## config.mk

```make
export PLATFORM = sky130hd
export DESIGN_NAME = idma_w_beat_sequencer
export DESIGN_NICKNAME = d
export VERILOG_FILES = /design/src/rtl/idma_w_seq_pkg.sv /design/src/rtl/idma_strb_mask_gen.sv /design/src/rtl/idma_w_beat_sequencer.sv
export SDC_FILE = /design/constraint.sdc
export NUM_CORES = 1
export LEC_CHECK = 0
export ABC_AREA = 1
export CAP_MARGIN = 10
export CORE_ASPECT_RATIO = 0.5
export CORE_MARGIN = 5
export CORE_UTILIZATION = 30
export CTS_CLUSTER_SIZE = 16
export DETAILED_ROUTE_END_ITERATION = 8
export PLACE_DENSITY = 0.71
export SLEW_MARGIN = 20
export SYNTH_ARGS = -nofsm -noshare
export SYNTH_HDL_FRONTEND = slang
export SYNTH_HIERARCHICAL = 1
export SYNTH_SLANG_ARGS = --single-unit
```

## constraint.sdc

```tcl
create_clock -name clk_i -period 2.2 [get_ports clk_i]
set_input_delay 0.33 -clock clk_i [delete_from_list [all_inputs] [get_ports clk_i]]
set_output_delay 0.33 -clock clk_i [all_outputs]
set_load 0.01 [all_outputs]
```

## src/rtl/idma_w_seq_pkg.sv

```systemverilog
// Shared types and strobe-mask helpers for the iDMA W-channel beat sequencer.
// Mask helpers work at a fixed maximum width; callers truncate to their strobe width.
package idma_w_seq_pkg;

    localparam int unsigned MaxStrbWidth   = 256;
    localparam int unsigned MaxOffsetWidth = 8;

    typedef enum logic {
        IDLE  = 1'b0,
        BURST = 1'b1
    } state_e;

    // Legalized write-burst descriptor. super_last carries the midend "super" flag.
    typedef struct packed {
        logic [MaxOffsetWidth-1:0] offset;
        logic [MaxOffsetWidth-1:0] tailer;
        logic [7:0]                num_beats;
        logic                      last;
        logic                      super_last;
    } w_seq_desc_t;

    // Bytes at or above the start offset are valid in the first beat.
    function automatic logic [MaxStrbWidth-1:0] mask_head(input logic [MaxOffsetWidth-1:0] offset);
        for (int unsigned i = 0; i < MaxStrbWidth; i++) begin
            mask_head[i] = (i >= 32'(offset));
        end
    endfunction

    // Bytes below the tailer are valid in the last beat; tailer 0 means a full beat.
    function automatic logic [MaxStrbWidth-1:0] mask_tail(input logic [MaxOffsetWidth-1:0] tailer);
        for (int unsigned i = 0; i < MaxStrbWidth; i++) begin
            mask_tail[i] = (tailer == '0) || (i < 32'(tailer));
        end
    endfunction

endpackage

```

## src/rtl/idma_strb_mask_gen.sv

```systemverilog
// Combinational W strobe generator: head mask on the first beat, tail mask on the last.
module idma_strb_mask_gen
    import idma_w_seq_pkg::*;
#(
    parameter int unsigned StrbWidth   = 4,
    parameter int unsigned OffsetWidth = 2
) (
    input  logic                   first_i,
    input  logic                   is_last_i,
    input  logic [OffsetWidth-1:0] offset_i,
    input  logic [OffsetWidth-1:0] tailer_i,
    output logic [StrbWidth-1:0]   strb_o
);

    logic [StrbWidth-1:0] head;
    logic [StrbWidth-1:0] tail;

    // A single-beat burst ANDs both masks.
    always_comb begin
        head   = first_i   ? StrbWidth'(mask_head(MaxOffsetWidth'(offset_i))) : '1;
        tail   = is_last_i ? StrbWidth'(mask_tail(MaxOffsetWidth'(tailer_i))) : '1;
        strb_o = head & tail;
    end

endmodule

```

## src/rtl/idma_w_beat_sequencer.sv

```systemverilog
// iDMA write-side beat sequencer: takes legalized burst descriptors and drives AXI W beats.
// Optional build macro IDMA_W_BEAT_SEQ_PERF_EN adds beat and stall performance counters.
module idma_w_beat_sequencer
    import idma_w_seq_pkg::*;
#(
    parameter int unsigned DataWidth = 32
) (
    input  logic                               clk_i,
    input  logic                               rst_i,
    input  logic                               req_valid_i,
    output logic                               req_ready_o,
    input  logic [$clog2(DataWidth/8)-1:0]     req_offset_i,
    input  logic [$clog2(DataWidth/8)-1:0]     req_tailer_i,
    input  logic [7:0]                         req_num_beats_i,
    input  logic                               req_last_i,
    input  logic                               req_super_i,
    input  logic [DataWidth-1:0]               data_i,
    input  logic                               data_valid_i,
    output logic                               data_ready_o,
    output logic [DataWidth-1:0]               w_data_o,
    output logic [DataWidth/8-1:0]             w_strb_o,
    output logic                               w_last_o,
    output logic                               w_valid_o,
    input  logic                               w_ready_i,
    input  logic                               kill_i,
    output logic                               burst_done_o,
    output logic                               tf_done_o,
    output logic                               super_done_o,
`ifdef IDMA_W_BEAT_SEQ_PERF_EN
    output logic [31:0]                        perf_beats_o,
    output logic [31:0]                        perf_stall_o,
`endif
    output logic                               busy_o
);

    localparam int unsigned StrbWidth   = DataWidth / 8;
    localparam int unsigned OffsetWidth = $clog2(StrbWidth);

    state_e               state_q, state_d;
    logic [7:0]           cnt_q, cnt_d;
    logic                 first_q, first_d;
    w_seq_desc_t          desc_q, desc_d;
    logic                 fire, last_fire, accept;
    logic [StrbWidth-1:0] strb;

    // Next-state, handshake and descriptor-load logic.
    always_comb begin
        state_d      = state_q;
        cnt_d        = cnt_q;
        first_d      = first_q;
        desc_d       = desc_q;
        req_ready_o  = 1'b0;
        w_valid_o    = 1'b0;
        data_ready_o = 1'b0;
        fire         = 1'b0;
        last_fire    = 1'b0;
        case (state_q)
            IDLE: begin
                req_ready_o = !kill_i;
            end
            BURST: begin
                w_valid_o    = data_valid_i & !kill_i;
                data_ready_o = w_ready_i & !kill_i;
                fire         = data_valid_i & w_ready_i & !kill_i;
                last_fire    = fire & (cnt_q == '0);
                req_ready_o  = last_fire;
                if (kill_i) begin
                    state_d = IDLE;
                end else if (fire) begin
                    first_d = 1'b0;
                    cnt_d   = cnt_q - 8'd1;
                    if (cnt_q == '0) state_d = IDLE;
                end
            end
            default: state_d = IDLE;
        endcase
        req_ready_o = req_ready_o & !rst_i;
        accept      = req_valid_i & req_ready_o;
        // Accepting on the last fire overrides the exit to IDLE: no bubble between bursts.
        if (accept) begin
            state_d           = BURST;
            cnt_d             = req_num_beats_i;
            first_d           = 1'b1;
            desc_d.offset     = MaxOffsetWidth'(req_offset_i);
            desc_d.tailer     = MaxOffsetWidth'(req_tailer_i);
            desc_d.num_beats  = req_num_beats_i;
            desc_d.last       = req_last_i;
            desc_d.super_last = req_super_i;
        end
    end

    // State, beat counter and descriptor registers.
    always_ff @(posedge clk_i or posedge rst_i) begin
        if (rst_i) begin
            state_q <= IDLE;
            cnt_q   <= '0;
            first_q <= 1'b0;
            desc_q  <= '0;
        end else begin
            state_q <= state_d;
            cnt_q   <= cnt_d;
            first_q <= first_d;
            desc_q  <= desc_d;
        end
    end

    idma_strb_mask_gen #(
        .StrbWidth   (StrbWidth),
        .OffsetWidth (OffsetWidth)
    ) i_strb_mask_gen (
        .first_i   (first_q),
        .is_last_i (cnt_q == '0),
        .offset_i  (desc_q.offset[OffsetWidth-1:0]),
        .tailer_i  (desc_q.tailer[OffsetWidth-1:0]),
        .strb_o    (strb)
    );

    assign w_data_o     = data_i;
    assign w_strb_o     = (state_q == BURST) ? strb : '0;
    assign w_last_o     = (state_q == BURST) && (cnt_q == '0);
    assign busy_o       = (state_q == BURST);
    assign burst_done_o = last_fire;
    assign tf_done_o    = last_fire & desc_q.last;
    assign super_done_o = last_fire & desc_q.super_last;

`ifdef IDMA_W_BEAT_SEQ_PERF_EN
    logic [31:0] perf_beats_q, perf_beats_d;
    logic [31:0] perf_stall_q, perf_stall_d;

    // Wrapping beat and back-pressure stall counters.
    always_comb begin
        perf_beats_d = perf_beats_q + (fire ? 32'd1 : 32'd0);
        perf_stall_d = perf_stall_q +
                       (((state_q == BURST) && data_valid_i && !w_ready_i) ? 32'd1 : 32'd0);
    end

    // Performance counter registers.
    always_ff @(posedge clk_i or posedge rst_i) begin
        if (rst_i) begin
            perf_beats_q <= '0;
            perf_stall_q <= '0;
        end else begin
            perf_beats_q <= perf_beats_d;
            perf_stall_q <= perf_stall_d;
        end
    end

    assign perf_beats_o = perf_beats_q;
    assign perf_stall_o = perf_stall_q;
`endif

endmodule
```

## Word-level counts from Yosys, hierarchy flattened

Cells that the tools add are included.

| operators by class | value |
|---|---|
| add/sub/neg operators | 1 |
| order comparisons | 6 |
| equal/unequal tests | 1 |
| muxes and demuxes | 20 |
| bitwise gates (word level) | 11 |
| reduce and logical (&&, ||, !) cells | 11 |

Operators by type and width:

| kind | count |
|---|---|
| 2-to-1 mux 8 bit | 4 |
| 2-to-1 mux 1 bit | 12 |
| bitwise AND 1 bit | 9 |
| zero test 8 bit | 1 |
| 2-to-1 mux 4 bit | 2 |
| subtractor 8 x 1 -> 8 bit, second input constant | 1 |
| bitwise AND 4 bit | 1 |
| greater-or-equal comparator 1 x 2 -> 1 bit, first input constant | 2 |
| less-than comparator 1 x 2 -> 1 bit, first input constant | 2 |
| nonzero test 2 bit | 2 |
| logical OR 1 bit | 3 |
| 2-to-1 mux 3 bit | 1 |
| AND reduction 3 bit | 1 |
| greater-or-equal comparator 2 bit, first input constant | 1 |
| zero test 1 bit | 2 |
| zero test 2 bit | 1 |
| less-than comparator 2 bit, first input constant | 1 |
| != test 2 x 1 -> 1 bit, second input constant | 1 |
| one-hot mux 1 bit (2 select lines) | 1 |
| logical AND 1 bit | 1 |
| inverter 1 bit | 1 |

| word-level totals | value |
|---|---|
| register bits after elaboration | 16 |
| bits of input ports | 52 |
| output and inout bits | 44 |
| logic and storage cells | 57 |

## Longest topological paths before layout

| logic depth | value |
|---|---|
| depth after elaboration | 8 |
| depth in mapped cells | 11 |
| gate-level depth less buffers | 11 |

## Modules after synthesis

The synthesis kept the hierarchy.

Modules (own cells, without submodules):

| module | times used | cells an instance | area each (sq um) | seq. area each (sq um) |
|---|---|---|---|---|
| idma_w_beat_sequencer | 1 | 168 | 1277.5 | 400.4 |
| idma_strb_mask_gen | 1 | 15 | 76.3 | 0.0 |

## Least setup slack after synthesis

Ideal clock, no wire load.

| path | value |
|---|---|
| path type | reg2reg |
| start | reg cnt_q[0] |
| end | reg cnt_q[3] |
| library setup time | 118 ps |
| data arrival time | 1480 ps |
| data required time | 2082 ps |
| slack | 602 ps |
| cell stages (with the launch flop) | 11 |
| path buffers | 1 |
| period minus slack after synthesis | 1598 ps |
| cells stage by stage | dfrtp_1 > inv_1 > ha_1 > nand2_1 > nor2_4 > nand3_4 > nand2_4 > nand3_4 > buf_6 > o21ai_2 > nand2_1 |

| between the ends | value |
|---|---|
| longest elaborated chain between the ends | 7 |
| elaborated cells between the ends (all ways) | 14 |
| classes of those cells | add/sub: 1; eq/ne: 1; mux: 5; bitwise: 3; reduce/logical: 4 |

RTL lines:

| element | RTL line | source |
|---|---|---|
| from (decl) | idma_w_beat_sequencer.sv:40 | `logic [7:0] cnt_q, cnt_d;` |
| from (signal assigned) | idma_w_beat_sequencer.sv:101 | `cnt_q <= cnt_d;` |
| zero test 8 bit | idma_w_beat_sequencer.sv:65 | `last_fire = fire & (cnt_q == '0);` |
| bitwise AND 1 bit | idma_w_beat_sequencer.sv:65 |  |
| one-hot mux 1 bit (2 select lines) | idma_w_beat_sequencer.sv:57 | `case (state_q)` |
| bitwise AND 1 bit | idma_w_beat_sequencer.sv:77 | `req_ready_o = req_ready_o & !rst_i;` |
| bitwise AND 1 bit | idma_w_beat_sequencer.sv:78 | `accept = req_valid_i & req_ready_o;` |
| != test 2 x 1 -> 1 bit (no line) or nonzero test 2 bit (tied branches) | n/a |  |
| AND reduction 3 bit (no line) | n/a |  |

Parallel ways exist; a longest one is shown, timed or not. The select of a mux whose other input is x is not followed.
A chain may end at the register's enable or synchronous reset.

## Final worst setup path

| path | value |
|---|---|
| start | reg cnt_q[0] |
| end | out w_strb_o[3] |

| between the ends | value |
|---|---|
| longest elaborated chain between the ends | 4 |

RTL lines:

| element | RTL line | source |
|---|---|---|
| zero test 8 bit | idma_w_beat_sequencer.sv:112 | `.is_last_i (cnt_q == '0),` |
| 2-to-1 mux 4 bit | idma_strb_mask_gen.sv:21 | `tail = is_last_i ? StrbWidth'(mask_tail(MaxOffsetWidth'(tailer_i))) : '1;` |
| bitwise AND 4 bit | idma_strb_mask_gen.sv:22 | `strb_o = head & tail;` |
| named net strb[3] | idma_w_beat_sequencer.sv:44 | `logic [StrbWidth-1:0] strb;` |
| 2-to-1 mux 4 bit | idma_w_beat_sequencer.sv:119 | `assign w_strb_o = (state_q == BURST) ? strb : '0;` |
| to (decl) | idma_w_beat_sequencer.sv:21 | `output logic [DataWidth/8-1:0] w_strb_o,` |

The timed path passes the listed nets, and every way through them passes these cells.

==> impl_metrics.ini <==
[power]
leakage_nw = 0.8411
p_int_mw = 0.6805
pwr-share-clk_pct = 25.5
p_seq_share_pct = 41.6
switchingPower_mw = 0.3385
comb_power_share_pct = 33.0
p_total_mw = 1.019
switching_share_pct = 33.22
powerDensity_nw_per_um2 = 649.0
max-vdd-ir-drop_mv = 0.2749

[floorplanning]
core.rowCount = 17
core_area_sq_um = 4382
fp.dieH_um = 57.50
io_pins = 96
start_util_pct = 30.90
dieWidth_um = 105
dieArea_sq_um = 6038

[final_layout]
fillCellCount = 450
stdcell_area_sq_um = 1570
area_growth_pct = 15.99
layout.nets = 247
utilization_pct = 35.84
antenna_cells = 0
drive_above_1_share_pct = 13.16

[worst_setup_path]
critPathMaxStageDelay_ns = 0.53
path_max_fanout = 4
cp.arrival_ns = 1.75
end_kind = output pin
critPathKind = reg2out
cpMostUsedCell = nand2_1
crit_path_start_kind = flop
critPathSlowestCell = clkdlybuf4s50_1
worst-endpoint-required_ns = 1.87
crit_path_cell_trace = inv_2 > ha_1 > nand2_1 > nor2_4 > nand2_1 > nand2_1 > inv_1 > clkdlybuf4s50_1

[global_routing]
grt_use_total_pct = 9.181
antenna_found_initial = 0
grt_pass1_vias = 1023
grt_max_degree = 27
grt_first_pass_wirelength_mm = 4.519
overflow = 0

[cts]
cts_root_buf = clkbuf_8
numCtsBuffers = 3
clkTransAtPathRegs_ns = 0.06
ctsLongestPathBuffers = 2
hold_buffers = 0
clk_latency_ns = 0.25
cts.sinks = 16
ctsHtreeMaxLevel = 1
cts_tree = built

[synthesis]
avgSynthCellArea_sq_um = 7.398
ys_ff_latch = 16
yosysUniqueCellTypes = 25
seq_area_frac_synth_pct = 29.57
syn_area_sq_um = 1354
synth_nets = 239
synth_cells = 183
ys_warn_count = 6

[sta]
post-route-period-util_pct = 94.44
worstMarginPinSlew_ns = 0.2983
setup_violations = 0
drv_slew = 0
rsz0062_at_grt = no
fin_hold_ws_ns = 0.4911
period_needed_ns = 2.078
fin_tns_setup_ns = 0
slew_headroom_pct = 80.11
final_hold_viol_count = 0
skew_ns = 0.002412
max_freq_mhz = 481.3

[place]
dp_hpwl_mm = 2.298
place_area_sq_um = 1513
place_congestion = 0.7557
io_buffers = 31

[flow_run]
max_cap_viol_count = 0

[routing]
vias_per_cell = 4.312
drc_errors = 0
ant_nets = 0
firstDrtPassIters = 4
avgRoutedWirePerCell_um = 11.45
drtIter0Drc = 23
wirelength_mm = 2.829
vias = 1065

[worst_hold_path]
hp-class = reg2reg

[status]
status = finished clean
synth_stat cells, drive strengths merged:
library cell / instances / share of area (%)
nand2: 43 / 13
buf: 35 / 20
inv: 27 / 7.5
nand3: 23 / 10
dfrtp: 16 / 30
nor2: 15 / 4.9
o21ai: 6 / 2.8
xor2: 5 / 3.2
ha: 4 / 3.7
a21oi: 3 / 1.9
or2: 2 / 0.92
xnor2: 2 / 1.3
nand4: 1 / 0.46
nor3: 1 / 0.74
power by group through the flow:
| stage | clock (mW) | sequential (mW) | combinational, mW |
|---|---|---|---|
| 2_1_floorplan | 0 | 0.413 | 0.293 |
| 3_3_place_gp | 0 | 0.425 | 0.326 |
| 3_5_place_dp | 0 | 0.427 | 0.337 |
| 4_1_cts | 0.264 | 0.424 | 0.341 |
| 5_1_grt | 0.272 | 0.434 | 0.378 |
| 6_report | 0.260 | 0.424 | 0.336 |
what timing repair did:
| action | 4_1_cts | 5_1_grt |
|---|---|---|
| setup buffers | 1 | 0 |
| pin swaps | 1 | 0 |
| endpoints found under the hold margin | 0 | 0 |
| setup endpoints to repair | 8 | 3 |
| gates resized for setup | 6 | 4 |
cell type report:
cell class | count | area (sq um) | share of cell area (%)
clock buffer | 4 | 55.05 | 3.506
sequential | 16 | 400.4 | 25.50
multi-input combinational | 105 | 584.3 | 37.21
timing repair buffer | 38 | 357.8 | 22.79
tap | 57 | 71.32 | 4.542
inverter | 27 | 101.3 | 6.454
per-stage QoR:
step,std cells,setup WS (ns)
after floorplan,183,0.6021
after global placement,242,-0.07924
after detailed placement,242,-0.09090
after CTS,247,0.004217
after global routing,247,0.0003006
final,247,0.1222
placed cells by master, fill, tap and decap left out, drive strengths merged:
cell and count:
a21oi 3, nand4 1, or2 2, inv 27
buf 7, xor2 5, nand2 43, dfrtp 16
nor2 15, ha 4, clkbuf 5, clkdlybuf4s50 24
dlymetal6s2s 2, o21ai 6, dlygate4sd2 4, xnor2 2
nand3 23, nor3 1
critical path, delay by kind of cell, from the launching register on:
family | cells | cell delay (ns)
adder cells (fa/ha/maj) | 1 | 0.21
flip-flops | 1 | 0.37
buffers and inverters | 3 | 0.66
AND/OR/NAND/NOR | 4 | 0.27
final timing paths:
kind,end,slack [ns],cells past startpoint,startpoint
max,w_strb_o[3],0.12,8,cnt_q[0]$_DFFE_PP0P_
min,desc_q[11]$_DFFE_PP0P_,0.49,2,desc_q[11]$_DFFE_PP0P_
max reg2reg,cnt_q[7]$_DFFE_PP0P_,0.30,12,cnt_q[0]$_DFFE_PP0P_
min reg2reg,desc_q[11]$_DFFE_PP0P_,0.49,2,desc_q[11]$_DFFE_PP0P_
max in group asynchronous,cnt_q[1]$_DFFE_PP0P_,1.45,3,rst_i
min in group asynchronous,cnt_q[6]$_DFFE_PP0P_,0.57,3,rst_i
logic make-up after synthesis:
kind of cell	after synthesis	share of synthesized area, %
flip-flops	16	29.57
XOR/XNOR	7	4.529
AND/OR/NAND/NOR	85	30.22
AO/OA/AOI/OAI	9	4.713
adder cells (fa/ha/maj)	4	3.697
buffers and inverters	62	27.26
state kept, by name, indices dropped and copies added, names as in the netlist:
register,flops
busy_o,1
desc_q,6
first_q,1
cnt_q,8
layer usage:
metal | global-route usage (%) | wire, um | vias up | part of all wire [%]
met5 | 0 | 0 | - | 0
met4 | 5.464 | 90 | 0 | 3.2
met3 | 3.390 | 209 | 16 | 7.4
met2 | 16.64 | 1373 | 25 | 49
met1 | 9.171 | 1156 | 484 | 41
li1 | - | - | 540 | -
(Power assumes the default switching activity.)
==> RTL edit 1 (same flow settings) <==
Build with the macro `IDMA_W_BEAT_SEQ_PERF_EN` defined.
--- a/src/rtl/idma_w_beat_sequencer.sv
+++ b/src/rtl/idma_w_beat_sequencer.sv
@@ -1,4 +1,6 @@
 // iDMA write-side beat sequencer: takes legalized burst descriptors and drives AXI W beats.
 // Optional build macro IDMA_W_BEAT_SEQ_PERF_EN adds beat and stall performance counters.
+`define IDMA_W_BEAT_SEQ_PERF_EN
+
 module idma_w_beat_sequencer
     import idma_w_seq_pkg::*;
Check against the original RTL (old outputs only; new: perf_beats_o and perf_stall_o): equivalent (Yosys induction, for registers that start in step).
==> RTL edit 1 against the unedited design <==
- sequential cell count increased by 64
- wire length rose to 4.2 times the old value
- design area increased to 4.0 times the old value
- worst hold slack got worse by 0.022 ns
- total power increased to 3.6 times the old value
- cell count grew to 3.6 times the old value
- register-to-register slack lost 0.08 ns
- die area rose to 3.0 times the old value
- synthesized area rose to 3.4 times the old value
- setup slack gained 0.0027 ns
- critical path type unchanged
- largest power group unchanged
==> RTL edit 1: results (changes against the unedited design) <==
.. list-table::
   :header-rows: 1

   * - Metric
     - Value
   * - Global-route wire length before repair
     - 19500 microns (+330%)
   * - RD Place Congestion
     - 0.874 (+16%)
   * - Static leakage
     - 2.91 nW (+250%)
   * - Leading cell types by total area after synthesis
     - sky130_fd_sc_hd__dfrtp_1, sky130_fd_sc_hd__nand2_1, sky130_fd_sc_hd__xor2_1
   * - Global Route met2 Usage
     - 0.206 (+0.0398)
   * - Clock tree skew after final layout
     - 0.00482 ns (+0.00241 ns)
   * - Clock buffer count from CTS
     - 9 (+6)
   * - Met3 usage
     - 0.0357 (+0.00183)
   * - Detailed-route via count
     - 4020 (+280%)
   * - Uppermost routed layer
     - met5
   * - Hold crit path type
     - in2reg
   * - Post-detail-place hpwl
     - 9230 microns (+300%)
   * - Top post-synthesis cells by count
     - sky130_fd_sc_hd__nand2_1, sky130_fd_sc_hd__dfrtp_1, sky130_fd_sc_hd__nor2_1, sky130_fd_sc_hd__inv_1, sky130_fd_sc_hd__nand3_1
   * - PortBufs
     - 95 (+210%)
   * - Setup slack of the most critical reg-to-reg path
     - 0.22 ns (-0.08 ns)
   * - Worst hold slack across all endpoints
     - 0.469 ns (-0.0217 ns)
   * - Met2 Wirelength
     - 5650 microns (+310%)
   * - Worst vdd rail ir drop
     - 0.000290 V (+5.5%)
   * - Nets
     - 742 (+200%)
   * - Non-filler cells, final
     - 891 (+260%)
   * - Standard cell area after detailed placement
     - 5890 sq um (+290%)
   * - Maximum level of the CTS H-tree
     - 3 (+2)
   * - Outcome
     - completed
   * - Standard cell with the maximum stage delay on the critical path
     - sky130_fd_sc_hd__dfrtp_1
   * - Placed insts
     - 868 (+260%)
   * - Largest net degree at the start of global routing
     - 81 (+200%)
   * - Avg WL per Cell
     - 13.4 microns (+17%)
   * - Share of synthesized area occupied by flip-flops and latches
     - 0.431 (+0.136)
## RTL edit 1: power groups by stage
stage          combinational [W]  sequential [W]  clock, W
6_report                0.000657         0.00169   0.00134
3_3_place_gp            0.000596         0.00171         0
4_1_cts                 0.000629         0.00169   0.00138
2_1_floorplan           0.000377         0.00172         0
3_5_place_dp            0.000614         0.00172         0
5_1_grt                 0.000739         0.00171   0.00144
## RTL edit 1: cell type report
type	instances	area [sq um]
Sequential cell	80	2000
Clock inverter	6	36.3
Tap cell	204	255
Multi-Input combinational cell	390	2200
Clock buffer	10	229
Fill cell	1517	9050
Timing Repair Buffer	143	1300
Inverter	58	221
## RTL edit 1: repair_timing
action                                  in CTS  in global routing
endpoints found under the setup margin       8                 23
resized for setup                           19                 25
buffers inserted                             2                  5
gates cloned                                 0                  0
pin swaps                                    0                  5
hold buffers                                 0                  0
## RTL edit 1: path summary, 6_finish.rpt
kind | from | to | cells past startpoint
max | cnt_q[0] | req_ready_o | 9
min | kill_i | busy_o | 5
max reg2reg | busy_o | perf_beats_o[26] | 11
min reg2reg | perf_stall_o[31] | perf_stall_o[31] | 1
max in group asynchronous | rst_i | busy_o | 4
min in group asynchronous | rst_i | perf_stall_o[19] | 4
## RTL edit 1: cells by family (layout without fill, tap and decap cells)
| kind of cell | Yosys count | after routing | synth area share |
|---|---|---|---|
| adders and majority gates | 8 | 8 | 0.0216 |
| xor gates and xnor gates | 56 | 56 | 0.106 |
| and+or+nand+nor | 315 | 315 | 0.316 |
| DFF | 80 | 80 | 0.431 |
| AOI/OAI and AO/OA | 11 | 11 | 0.0165 |
| buffers and inverters | 95 | 217 | 0.108 |
==> RTL edit 2 (same flow settings) <==
Without the edit above. Add an input register stage for `req_offset_i`, with the module's reset; this delays it by one clock. The other inputs are not delayed to match.
--- a/src/rtl/idma_w_beat_sequencer.sv
+++ b/src/rtl/idma_w_beat_sequencer.sv
@@ -36,4 +36,14 @@
     localparam int unsigned StrbWidth   = DataWidth / 8;
     localparam int unsigned OffsetWidth = $clog2(StrbWidth);
+
+    logic [$clog2(DataWidth/8)-1:0] req_offset_q;
+
+    always_ff @(posedge clk_i or posedge rst_i) begin
+        if (rst_i) begin
+            req_offset_q <= '0;
+        end else begin
+            req_offset_q <= req_offset_i;
+        end
+    end
 
     state_e               state_q, state_d;
@@ -82,5 +92,5 @@
             cnt_d             = req_num_beats_i;
             first_d           = 1'b1;
-            desc_d.offset     = MaxOffsetWidth'(req_offset_i);
+            desc_d.offset     = MaxOffsetWidth'(req_offset_q);
             desc_d.tailer     = MaxOffsetWidth'(req_tailer_i);
             desc_d.num_beats  = req_num_beats_i;
Check against the original RTL: not equivalent (Yosys sat finds a counterexample within 4 cycles, from zero or initial values and one cycle with rst_i high).
==> RTL edit 2 against the unedited design <==
- first-iteration DRC count grew 87%
- combinational power grew 1%
- total power grew 4.9%
- critical path depth is the same
- die area grew 4.6%
- setup slack lost 0.032 ns
- sequential cell count grew 2
- critical path type unchanged
- clock skew grew 0.00079 ns
- sequential share of layout area grew 0.63 points
- synthesized cell count grew 2.7%
- largest power group unchanged
- wire length grew 14%
- synthesized area grew 5.3%
- design area grew 9.8%
==> RTL edit 2: results (changes against the unedited design) <==
.. list-table::
   :header-rows: 1

   * - Metric
     - Value
   * - Outcome
     - completed
   * - Fill cell count
     - 456 (+1.3%)
   * - Biggest registers after layout
     - cnt_q x8, desc_q x6, req_offset_q x2
   * - Share of synthesized area occupied by flip-flops and latches
     - 0.316 (+0.0203)
   * - Share of total power consumed by net switching
     - 0.332 (about the same)
   * - Arrival @ worst endpoint
     - 1.78 ns (+0.03 ns)
   * - Adder and majority cell fraction of the synthesized area
     - 0.0351 (-0.00185)
   * - Highest attainable clock frequency
     - 0.474 GHz (-1.5%)
   * - RD Place Congestion
     - 0.885 (+17%)
   * - Via count of the first global-routing pass
     - 1195 (+17%)
   * - Sequential fraction of total cell area
     - 0.261 (+0.00627)
   * - Worst R2R End
     - cnt_q[6]
   * - CP Capture Point
     - req_ready_o
   * - Vias per std cell
     - 4.38 (+1.6%)
   * - Post-detail-place hpwl
     - 2460 microns (+7.2%)
   * - Share of the synthesized area in compound gates (AO/OA/AOI/OAI)
     - 0.0474 (+0.000275)
   * - Area enclosed by the die boundary
     - 6310 sq um (+4.6%)
   * - Biggest cell delay along the critical path
     - 0.39 ns (-0.14 ns)
   * - Worst hold slack across all endpoints
     - 0.483 ns (-0.00787 ns)
   * - XOR/XNOR share of the synthesized area
     - 0.0246 (-0.0207)
   * - Nets
     - 259 (+4.9%)
   * - Fraction of final layout cells sized beyond drive strength 1
     - 0.163 (+0.0318)
   * - Count of multi-input gates
     - 109 (+3.8%)
   * - Multi-input combinational area share
     - 0.353 (-0.0187)
   * - Non-clock inverter instance count of the final layout
     - 25 (-7.4%)
   * - Avg WL per Cell
     - 12.1 microns (+5.3%)
   * - Total power density per cell area
     - 620 nW/um^2 (-4.5%)
   * - Drt total wl
     - 3230 microns (+14%)
   * - Global-route wire length before repair
     - 5380 microns (+19%)
## RTL edit 2: cell types whose count changed after synthesis, sizes merged, moves of 2 or more
| cell | before | now |
|---|---|---|
| nand2 | 43 | 38 |
| nand3 | 23 | 28 |
| nor2 | 15 | 20 |
| a21oi | 3 | 5 |
| dfrtp | 16 | 18 |
| inv | 27 | 25 |
| o21ai | 6 | 4 |
| or2 | 2 | 0 |
| xor2 | 5 | 3 |
## RTL edit 2: timing repair
action,in CTS,in global routing
endpoints found under the setup margin,7,3
pin swaps,1,1
buffers inserted,4,1
endpoints found under the hold margin,0,0
gates resized for setup,6,2
gates cloned,0,0
hold buffers,0,0
## RTL edit 2: per-layer routing
layer  GRT usage  vias to the layer above  wire [microns]
li1            -                      580               -
met1       0.110                      550            1250
met2       0.196                       20            1650
met3      0.0307                       24             210
met4      0.0701                        0             119
met5           0                        -               0
